`config.mk`:
```
export PLATFORM = sky130hd
export DESIGN_NAME = sram_lsu
export DESIGN_NICKNAME = d
export VERILOG_FILES = /design/src/rtl/sram_lsu_pkg.sv /design/src/rtl/sram_lsu_extract.sv /design/src/rtl/sram_lsu.sv
export SDC_FILE = /design/constraint.sdc
export NUM_CORES = 1
export LEC_CHECK = 0
export BUFFER_PORTS_ARGS = -buffer_cell sky130_fd_sc_hd__clkbuf_2
export CAP_MARGIN = 20
export CORE_ASPECT_RATIO = 0.75
export CORE_MARGIN = 4
export CORE_UTILIZATION = 40
export DETAILED_ROUTE_END_ITERATION = 16
export HOLD_SLACK_MARGIN = 0.12
export PLACE_DENSITY = 0.78
export SYNTH_ARGS = -nofsm -noshare
export SYNTH_HDL_FRONTEND = slang
export SYNTH_SLANG_ARGS = --single-unit
```
`constraint.sdc`:
```
create_clock -name clk -period 2.4 [get_ports clk]
set_input_delay 0.12 -clock clk [delete_from_list [all_inputs] [get_ports clk]]
set_output_delay 0.12 -clock clk [all_outputs]
set_load 0.02 [all_outputs]
```
`src/rtl/sram_lsu_pkg.sv`:
```
// Shared encodings and helpers for the SRAM load/store unit.
package sram_lsu_pkg;

  localparam int WORD_ADDR_BITS_DEF = 14;

  localparam logic [1:0] SZ_BYTE = 2'b00;
  localparam logic [1:0] SZ_HALF = 2'b01;
  localparam logic [1:0] SZ_WORD = 2'b10;
  localparam logic [1:0] SZ_ILL  = 2'b11;

  typedef enum logic [1:0] {
    ST_IDLE  = 2'd0,
    ST_ISSUE = 2'd1,
    ST_WAIT  = 2'd2,
    ST_DONE  = 2'd3
  } lsu_state_t;

  // True when the access cannot be issued: illegal size or misaligned offset.
  function automatic logic access_bad(input logic [1:0] size, input logic [1:0] offset);
    logic bad;
    bad = 1'b0;
    case (size)
      SZ_BYTE: bad = 1'b0;
      SZ_HALF: bad = offset[0];
      SZ_WORD: bad = (offset != 2'b00);
      default: bad = 1'b1;
    endcase
    return bad;
  endfunction

  function automatic logic [3:0] lane_mask(input logic [1:0] size, input logic [1:0] offset);
    logic [3:0] mask;
    mask = 4'b0000;
    case (size)
      SZ_BYTE: mask = 4'b0001 << offset;
      SZ_HALF: mask = 4'b0011 << offset;
      SZ_WORD: mask = 4'b1111;
      default: mask = 4'b0000;
    endcase
    return mask;
  endfunction

  // Stores replicate the right-aligned datum across every lane it could occupy.
  function automatic logic [31:0] store_data(input logic [1:0] size, input logic [31:0] wdata);
    logic [31:0] data;
    data = wdata;
    case (size)
      SZ_BYTE: data = {4{wdata[7:0]}};
      SZ_HALF: data = {2{wdata[15:0]}};
      default: data = wdata;
    endcase
    return data;
  endfunction

endpackage

```
`src/rtl/sram_lsu_extract.sv`:
```
// Picks the addressed lane(s) of an SRAM word and sign/zero-extends to 32 bits.
module sram_lsu_extract
  import sram_lsu_pkg::*;
(
  input  logic [31:0] data,
  input  logic [1:0]  offset,
  input  logic [1:0]  size,
  input  logic        is_unsigned,
  output logic [31:0] result
);

  logic [7:0]  byte_sel;
  logic [15:0] half_sel;

  always_comb begin
    byte_sel = data[{offset, 3'b000} +: 8];
    half_sel = offset[1] ? data[31:16] : data[15:0];
    result   = '0;
    case (size)
      SZ_BYTE: result = {{24{~is_unsigned & byte_sel[7]}}, byte_sel};
      SZ_HALF: result = {{16{~is_unsigned & half_sel[15]}}, half_sel};
      SZ_WORD: result = data;
      default: result = '0;
    endcase
  end

endmodule

```
`src/rtl/sram_lsu.sv`:
```
// Single-outstanding load/store unit in front of a synchronous 32-bit SRAM.
module sram_lsu
  import sram_lsu_pkg::*;
#(
  parameter int WORD_ADDR_BITS = WORD_ADDR_BITS_DEF
) (
  input  logic                      clk,
  input  logic                      rst,
  input  logic                      req_valid,
  output logic                      req_ready,
  input  logic                      req_we,
  input  logic [1:0]                req_size,
  input  logic                      req_unsigned,
  input  logic [WORD_ADDR_BITS+1:0] req_addr,
  input  logic [31:0]               req_wdata,
  output logic                      resp_valid,
  output logic                      resp_err,
  output logic [31:0]               resp_rdata,
  output logic [WORD_ADDR_BITS-1:0] sram_addr,
  output logic                      sram_read,
  output logic [3:0]                sram_write,
  output logic [31:0]               sram_DI,
  input  logic [31:0]               sram_DO
);

  lsu_state_t                state_reg;
  logic                      we_reg;
  logic [1:0]                size_reg;
  logic                      unsigned_reg;
  logic [WORD_ADDR_BITS+1:0] addr_reg;
  logic [31:0]               wdata_reg;
  logic                      err_reg;
  logic [31:0]               rdata_reg;
  logic [31:0]               load_value;

  sram_lsu_extract u_extract (
    .data        (sram_DO),
    .offset      (addr_reg[1:0]),
    .size        (size_reg),
    .is_unsigned (unsigned_reg),
    .result      (load_value)
  );

  always_ff @(posedge clk or posedge rst) begin
    if (rst) begin
      state_reg    <= ST_IDLE;
      we_reg       <= 1'b0;
      size_reg     <= SZ_BYTE;
      unsigned_reg <= 1'b0;
      addr_reg     <= '0;
      wdata_reg    <= '0;
      err_reg      <= 1'b0;
      rdata_reg    <= '0;
    end else begin
      case (state_reg)
        ST_IDLE: begin
          if (req_valid) begin
            we_reg       <= req_we;
            size_reg     <= req_size;
            unsigned_reg <= req_unsigned;
            addr_reg     <= req_addr;
            wdata_reg    <= req_wdata;
            err_reg      <= access_bad(req_size, req_addr[1:0]);
            if (access_bad(req_size, req_addr[1:0])) begin
              rdata_reg <= '0;
              state_reg <= ST_DONE;
            end else begin
              state_reg <= ST_ISSUE;
            end
          end
        end
        ST_ISSUE: begin
          // Stores complete straight away; loads wait for the SRAM's registered output.
          if (we_reg) begin
            rdata_reg <= '0;
            state_reg <= ST_DONE;
          end else begin
            state_reg <= ST_WAIT;
          end
        end
        ST_WAIT: begin
          rdata_reg <= load_value;
          state_reg <= ST_DONE;
        end
        default: state_reg <= ST_IDLE;
      endcase
    end
  end

  // Strobes decode from the state register, so an async reset drops them at once.
  assign req_ready  = (state_reg == ST_IDLE);
  assign resp_valid = (state_reg == ST_DONE);
  assign resp_err   = (state_reg == ST_DONE) && err_reg;
  assign resp_rdata = rdata_reg;
  assign sram_addr  = addr_reg[WORD_ADDR_BITS+1:2];
  assign sram_DI    = store_data(size_reg, wdata_reg);
  assign sram_read  = (state_reg == ST_ISSUE) && !we_reg;
  assign sram_write = ((state_reg == ST_ISSUE) && we_reg) ? lane_mask(size_reg, addr_reg[1:0]) : 4'b0000;

endmodule

```
# Yosys cells after proc, flatten, opt, wreduce, memory -nomap -nowiden
# Index checks and enable logic that the tools add are counted.
[totals]
ff_bits = 87
in_bits = 87
output_inout_bits = 86
word_cells = 51
[classes]
n_eq_ne = 10
shifts = 3
mux = 16
bitwise_logic = 3
n_reduce_logical = 11
[op_table]
columns = ["operator", "count"]
rows = [
  ["$pmux W32 S3", 2],
  ["$mux W32", 3],
  ["$pmux W32 S2", 1],
  ["$shiftx A32 B6 Y8", 1],
  ["$mux W16", 1],
  ["$pmux W4 S3", 1],
  ["$eq A2 B2 Y1 const B", 4],
  ["$eq A2 B1 Y1 const B", 3],
  ["$logic_not A2 Y1", 3],
  ["$pmux W2 S3", 1],
  ["$mux W2", 2],
  ["$mux W4", 1],
  ["$ne A2 B2 Y1 const B", 2],
  ["$reduce_and A4 Y1", 1],
  ["$shl A1 B2 Y4 const A", 1],
  ["$shl A2 B2 Y4 const A", 1],
  ["$logic_and A1 B1 Y1", 3],
  ["$mux W1", 3],
  ["$pmux W1 S3", 1],
  ["$reduce_bool A3 Y1", 1],
  ["$and A1 B1 Y1", 2],
  ["$ne A2 B1 Y1 const B", 1],
  ["$reduce_and A2 Y1", 1],
  ["$reduce_bool A2 Y1", 1],
  ["other kinds (2)", 2],
]

# Depth between registers and ports, before layout
# Gate-level depths: netlist (run 1).
[depth]
depth_word = 7
mapped_depth = 9
depth_no_buf = 6

# Modules after synthesis
# Synthesis (run 1) repeated with hierarchy kept, for this count alone.
[unflattened]
cells_unflattened = 482
area_unflattened_um2 = 4943.5
[modules_own_cells]
columns = ["mod", "instances", "cells_each", "area_per_inst_um2", "seq_area_each_um2"]
rows = [
  ["sram_lsu", 1, 362, 4076.4, 2177.1],
  ["sram_lsu_extract", 1, 120, 867.1, 0.0],
]

# Least setup slack after synthesis (run 1)
# No wires, ideal clock.
[synth_timing]
path_type = "reg2reg"
startpoint = "register state_reg[0]"
endpoint = "register rdata_reg[25], in the netlist resp_rdata[25]"
setup_ns = 0.121
t_arrival_ns = 2.075
t_required_ns = 2.279
path_slack_ns = 0.204
stages_incl_launch_ff = 10
path_buffers = 3
period_less_slack_ns = 2.196
path_cell_list = "dfrtp_1 -> inv_1 -> ha_1 -> nand2b_1 -> or3b_1 -> buf_2 -> or2_1 -> buf_2 -> buf_6 -> a22o_1"
[synth_between]
elab_chain_cells = 3
elab_cells_between_ends = 9
cone_classes = "eq/ne (5); mux (1); reduce/logical (3)"
[synth_lines]
columns = ["element", "line_no", "source"]
rows = [
  ["from (decl)", "sram_lsu.sv:26", "lsu_state_t state_reg;"],
  ["from (signal assigned)", "sram_lsu.sv:46", "state_reg <= ST_IDLE;"],
  ["from (signal assigned)", "sram_lsu.sv:66", "state_reg <= ST_DONE;"],
  ["from (signal assigned)", "sram_lsu.sv:68", "state_reg <= ST_ISSUE;"],
  ["$logic_not A2 Y1 *", "--", ""],
  ["net req_ready", "sram_lsu.sv:10", "output logic req_ready,"],
  ["$ne A2 B1 Y1 (no source line), or another cell as far along", "--", ""],
  ["$reduce_and A4 Y1 (no source line)", "--", ""],
  ["to (signal assigned)", "sram_lsu.sv:82", "rdata_reg <= load_value;"],
  ["to (decl)", "sram_lsu.sv:33", "logic [31:0] rdata_reg;"],
]
# Mark *: on every way through the listed nets, which the timed path passes. The rest lies on a longest branch.
# A chain may end at the register's enable or synchronous reset.

# Final worst setup path (run 1)
[layout_timing]
startpoint = "register state_reg[0]"
endpoint = "register rdata_reg[15], in the netlist resp_rdata[15]"
[layout_between]
elab_chain_cells = 3
elab_cells_between_ends = 9
cone_classes = "eq/ne (5); mux (1); reduce/logical (3)"
[layout_lines]
columns = ["element", "line_no", "source"]
rows = [
  ["$eq A2 B1 Y1, or another cell as far along", "sram_lsu.sv:55", "case (state_reg)"],
  ["$ne A2 B2 Y1 (no source line), or another cell as far along", "--", ""],
  ["$reduce_and A4 Y1 (no source line)", "--", ""],
]
# Several ways; a longest one is shown, not always the timed one.

==> results.yml, run 1 <==
status:
  outcome: "finished clean"
setup_path:
  worstPathMaxFanout: 24
  rr_endpoint: "resp_rdata[15]"
  worstPathRequired_ns: 2.68
  critPathKind: "flip-flop to flip-flop"
  ff2ff_path_depth: 8
  rrSetupSlack_ns: 0.19
  r2r-start: "state_reg[0]"
  crit_arrival_ns: 2.48
  start_kind: "flip-flop"
  cp-end-kind: "flip-flop"
cells_and_area:
  layout-drive-gt1-share_pct: 45.08
  syn_to_final_growth_pct: 36.00
  final_area_mm2: 0.006466
  fin_nets: 716
  utilization_pct: 55.68
  antenna_cells: 0
global_route:
  antenna_found_initial: 0
  grt_max_degree: 46
  overflow: 0
  grt_usage_pct: 20.07
  first_global_vias: 4295
  grt_pass1_wl_um: 21940
synth:
  synth_flop_cell: "dfrtp_1"
  synth_area_leaders: "dfrtp_1, mux2_2, mux2i_1"
  seq_area_frac_synth_pct: 45.79
  synth_edf_count: 0
  ys_seq_elements: 87
  synth.most_common_cell: "dfrtp_1"
  yosys_warnings: 0
  synth.net_count: 519
  synth_area_leader_cell: "dfrtp_1"
  synth_area_mm2: 0.004755
  synth_top_area_share_pct: 45.79
  async_flop_share_pct: 100.0
  syn_area_per_cell_um2: 11.11
  yosysUniqueCellTypes: 36
  synth_cells: 428
  synthTopCellsByCount: "dfrtp_1, mux2_2, nand2_1"
route:
  via_per_inst: 5.268
  drt-total-wl_um: 13680
  drt_iter0_markers: 254
  drc: 0
  ant_nets: 0
  wl_per_cell_um: 17.27
  via_count: 4172
  first_pass_iters: 5
sta:
  tightest_slew_ns: 0.7844
  maxSlewViolCount: 0
  setup_viol: 0
  worst_slack_ns: 0.1945
  slew_headroom_pct: 47.65
  layout_min_cycle_time_ns: 2.206
  finalCritPeriodShare_pct: 91.90
  hold_viol_final: 0
  skew_ns: 0.008854
  fmax_ghz: 0.4534
  rsz0062_at_grt: "no"
  final.setup.tns_ns: 0
placed_design:
  place_congestion: 0.9500
  dp_hpwl_um: 9695
  pre_cts_ws_ns: 0.1421
  port_buffers: 172
  placed_area_mm2: 0.005640
cts:
  tritoncts: "yes"
  clock_latency_ns: 0.34
  clockBufferDepth: 2
  clockRootBuffer: "clkbuf_16"
  cts_made_buffers: 9
  cts_max_level: 3
  path_clk_slew_ns: 0.07
  post_cts_buffers: 0
  clkSinkCount: 87
floorplan:
  initial_utilization_pct: 40.94
  die-area_mm2: 0.01371
  pin_count: 173
  die_h_um: 102.4
  core_mm2: 0.01161
  die_w_um: 133.9
  row_count: 34
power:
  powerDensity_mw_per_mm2: 1429
  p_leak_uw: 0.003118
  ir_worst_vdd_uv: 841.2
worst_hold_path:
  min_path_cells: 4
  min_to: "resp_rdata[26]"
  min_from: "sram_DO[26]"
  hold_path.class: "primary input to flip-flop"
job:
  drv_cap: 0
==> placed cells by master (no fill, tap or decap), drive strengths merged, types with 2 or more instances in the layout <==
| master | instances |
|---|---|
| mux4 | 8 |
| dlygate4sd3 | 54 |
| o21ai | 48 |
| nor2 | 9 |
| nand3 | 8 |
| or2 | 2 |
| clkbuf | 181 |
| nor3 | 3 |
| mux2i | 24 |
| inv | 5 |
| a22o | 16 |
| o221ai | 8 |
| nand2 | 54 |
| a21oi | 4 |
| o2111a | 2 |
| mux2 | 68 |
| nand2b | 2 |
| nor2b | 3 |
| ha | 4 |
| a32o | 9 |
| dfrtp | 87 |
| clkinvlp | 3 |
| clkinv | 3 |
| buf | 15 |
==> metal layers <==
| metal | GRT usage (%) | share of wire [%] |
|---|---|---|
| met5 | 0 | 0 |
| met4 | 6.166 | 1.8 |
| met3 | 6.890 | 8.2 |
| met2 | 33.68 | 49 |
| met1 | 24.77 | 41 |
==> metrics by stage <==
step | total power, uW | hold WS [ns] | instances
2_1_floorplan | 6533 | 0.2706 | 428
3_3_place_gp | 7674 | 0.2476 | 722
3_5_place_dp | 7804 | 0.2609 | 722
4_1_cts | 9232 | 0.1304 | 792
5_1_grt | 9851 | 0.1379 | 792
6_report | 9238 | 0.1409 | 792
==> power breakdown <==
group          total (uW)  switching, uW  internal, uW
Combinational        5220           3040          2170
Sequential           2700            534          2160
Clock                1330            614           712
Total                9240           4190          5050
==> worst max path at each step <==
stage / end / start / depth (start not counted)
global route: resp_rdata[14] / state_reg[0] / 8
finish: resp_rdata[15] / state_reg[0] / 8
CTS: resp_rdata[6] / state_reg[0] / 6
global placement: resp_rdata[2] / state_reg[0] / 6
detailed placement: resp_rdata[6] / state_reg[0] / 6
floorplan: addr_reg[0] / rst / 1
==> critical path, cell delays in order (launching register included) <==
cell      delay, ns
dfrtp_1        0.40
inv_1          0.08
ha_1           0.29
nand2b_1       0.13
or3b_1         0.40
buf_4          0.19
nor3_4         0.15
buf_4          0.28
a32o_1         0.22
==> cells by family (layout without fill, tap and decap cells) <==
| family | Yosys count | after routing | share of synthesized area (%) |
|---|---|---|---|
| buffers and inverters | 59 | 261 | 7.026 |
| AO/OA/AOI/OAI | 93 | 93 | 13.21 |
| flip-flops | 87 | 87 | 45.79 |
| multiplexers | 100 | 100 | 24.95 |
| AND/OR/NAND/NOR | 85 | 85 | 7.974 |
| adder cells (fa/ha/maj) | 4 | 4 | 1.053 |
==> timing repair <==
action / in CTS / in global routing
hold buffers: 54 / 0
gates resized for setup: 0 / 1
endpoints found under the setup margin: 0 / 5
endpoints found under the hold margin: 96 / 0
==> area by class of cell <==
cell class              count  area, um2
fillers                  1009       5147
clock buffers               9      225.2
well taps                 162      202.7
multi-input cells         282       2250
clock inverters             7      56.30
inverters                   4      16.27
repair buffers            241       1539
flip-flops and latches     87       2177
No activity file was read; power rests on OpenSTA's default activity.
==> inputs of run 2 (changes only) <==
CORE_ASPECT_RATIO = 2   (was 0.75)
==> results.yml, run 2 (synthesis gave the netlist of run 1 again) <==
sta:
  setup_viol: 0
  fmax_ghz: 0.4517
  rsz0062_at_grt: "no"
  tightest_slew_ns: 0.7437
  slew_headroom_pct: 50.36
  final.setup.tns_ns: 0
  maxSlewViolCount: 0
  hold_viol_final: 0
  layout_min_cycle_time_ns: 2.214
  finalCritPeriodShare_pct: 92.25
  skew_ns: 0.008251
power:
  p_leak_uw: 0.003121
  powerDensity_mw_per_mm2: 1441
  p_clk_share_pct: 14.3
  seqPwrFrac_pct: 29.3
  p_switching_uw: 4234
  internal_power_uw: 5071
  total_power_uw: 9305
  ir_worst_vdd_uv: 914.2
  swShare_pct: 45.50
  combPwrFrac_pct: 56.4
route:
  via_per_inst: 5.497
  drc: 0
  ant_nets: 0
  first_pass_iters: 4
  drt_iter0_markers: 163
  wl_per_cell_um: 18.83
  via_count: 4260
  drt-total-wl_um: 14590
setup_path:
  crit_family: "simple AND/OR/NAND/NOR gates"
  path_cells: "inv_1, ha_1, nand2b_1, or3b_1, or4b_4, o221ai_1"
  path_buf_inv: 1
  cp-end-kind: "flip-flop"
  critPathKind: "flip-flop to flip-flop"
  critPathSlowestCell: "or4b_4"
  worstPathRequired_ns: 2.64
  cpPeakStageDelay_ns: 0.56
  start_kind: "flip-flop"
  worstPathMaxFanout: 8
  crit_arrival_ns: 2.46
global_route:
  first_global_vias: 4543
  grt_usage_pct: 21.26
  grt_max_degree: 47
  antenna_found_initial: 0
  overflow: 0
  grt_pass1_wl_um: 23090
cells_and_area:
  final_area_mm2: 0.006456
  n_fill_cell: 993
  utilization_pct: 55.18
  fin_nets: 716
  multi_input_area_mm2: 0.002250
  fin_cells: 775
  layout_commonest_cell: "clkbuf_2"
  antenna_cells: 0
  final_cell_mix: "clkbuf_2, dfrtp_1, mux2_2"
  regArea_mm2: 0.002177
  layout-drive-gt1-share_pct: 45.24
  syn_to_final_growth_pct: 35.79
placed_design:
  place_congestion: 0.8664
  placed_area_mm2: 0.005639
  place_inst: 706
  port_buffers: 172
  dp_hpwl_um: 10480
cts:
  clkSinkCount: 87
  cts_made_buffers: 9
  clockBufferDepth: 2
  clock_latency_ns: 0.34
  path_clk_slew_ns: 0.07
  clockRootBuffer: "clkbuf_16"
  cts_max_level: 3
  post_cts_buffers: 0
  tritoncts: "yes"
job:
  drv_cap: 0
floorplan:
  row_count: 56
  die_h_um: 162.2
  die_w_um: 85.09
  initial_utilization_pct: 40.63
  die-area_mm2: 0.01380
  core_mm2: 0.01170
  pin_count: 173
status:
  outcome: "finished clean"
worst_hold_path:
  hold_path.class: "primary input to flip-flop"
==> run 2: cell count changes in the layout (fill, tap and decap cells not counted) <==
| cell | before | now |
|---|---|---|
| clkinv_4 | 1 | 2 |
| buf_12 | 2 | 3 |
| dlygate4sd3_1 | 54 | 53 |
| clkinv_2 | 2 | 1 |
| inv_6 | 1 | 2 |
| inv_8 | 1 | 0 |
==> run 2: area by class of cell <==
class / count / area share (%)
Multi-Input combinational cell: 282 / 34.85
Timing Repair Buffer: 241 / 23.99
Inverter: 4 / 0.2519
Tap cell: 145 / 2.810
Clock inverter: 7 / 0.8915
Clock buffer: 9 / 3.488
Sequential cell: 87 / 33.72
==> run 2: power by group through the flow <==
stage / registers [uW] / clock network [uW] / logic [uW]
floorplan: 2790 / 0 / 3750
global placement: 2700 / 0 / 5000
detailed placement: 2740 / 0 / 5150
CTS: 2720 / 1370 / 5230
global route: 2820 / 1420 / 5660
finish: 2730 / 1330 / 5250
==> run 2: what timing repair did <==
item                                    CTS  global route
hold buffers                             53             0
endpoints found under the setup margin    0             8
endpoints found under the hold margin    93             0
gates resized for setup                   0             1
==> run 2: worst min-delay path: cells and delay by family <==
kind	cells	cell delay, ns
buffers and inverters	1	0.12
AOI/OAI and AO/OA	1	0.11
and+or+nand+nor	1	0.08
==> run 2: worst paths after layout <==
check / slack [ns] / start / cells past startpoint / endpoint
worst max-delay path: 0.19 / state_reg[0] / 6 / resp_rdata[1]
worst min-delay path: 0.14 / sram_DO[3] / 3 / resp_rdata[3]
worst max register to register: 0.19 / state_reg[0] / 6 / resp_rdata[1]
worst min register to register: 0.50 / resp_rdata[12] / 1 / resp_rdata[12]
max in group asynchronous: 1.26 / rst / 4 / resp_rdata[9]
min in group asynchronous: 0.42 / rst / 3 / wdata_reg[22]
==> run 2: routing by layer <==
| layer | part of all wire [%] | GRT usage [%] |
|---|---|---|
| met3 | 6.3 | 5.381 |
| met2 | 53 | 37.08 |
| met1 | 35 | 22.79 |
| met4 | 5.7 | 12.32 |
| met5 | 0 | 0 |
==> run 2: through the flow <==
stage               setup WS (ns)  hold slack, ns
finish                     0.1861          0.1417
global route              0.02880          0.1547
CTS                       0.08949          0.1340
detailed placement        0.08842          0.2515
global placement           0.2725          0.2313
floorplan                 0.02980          0.2706
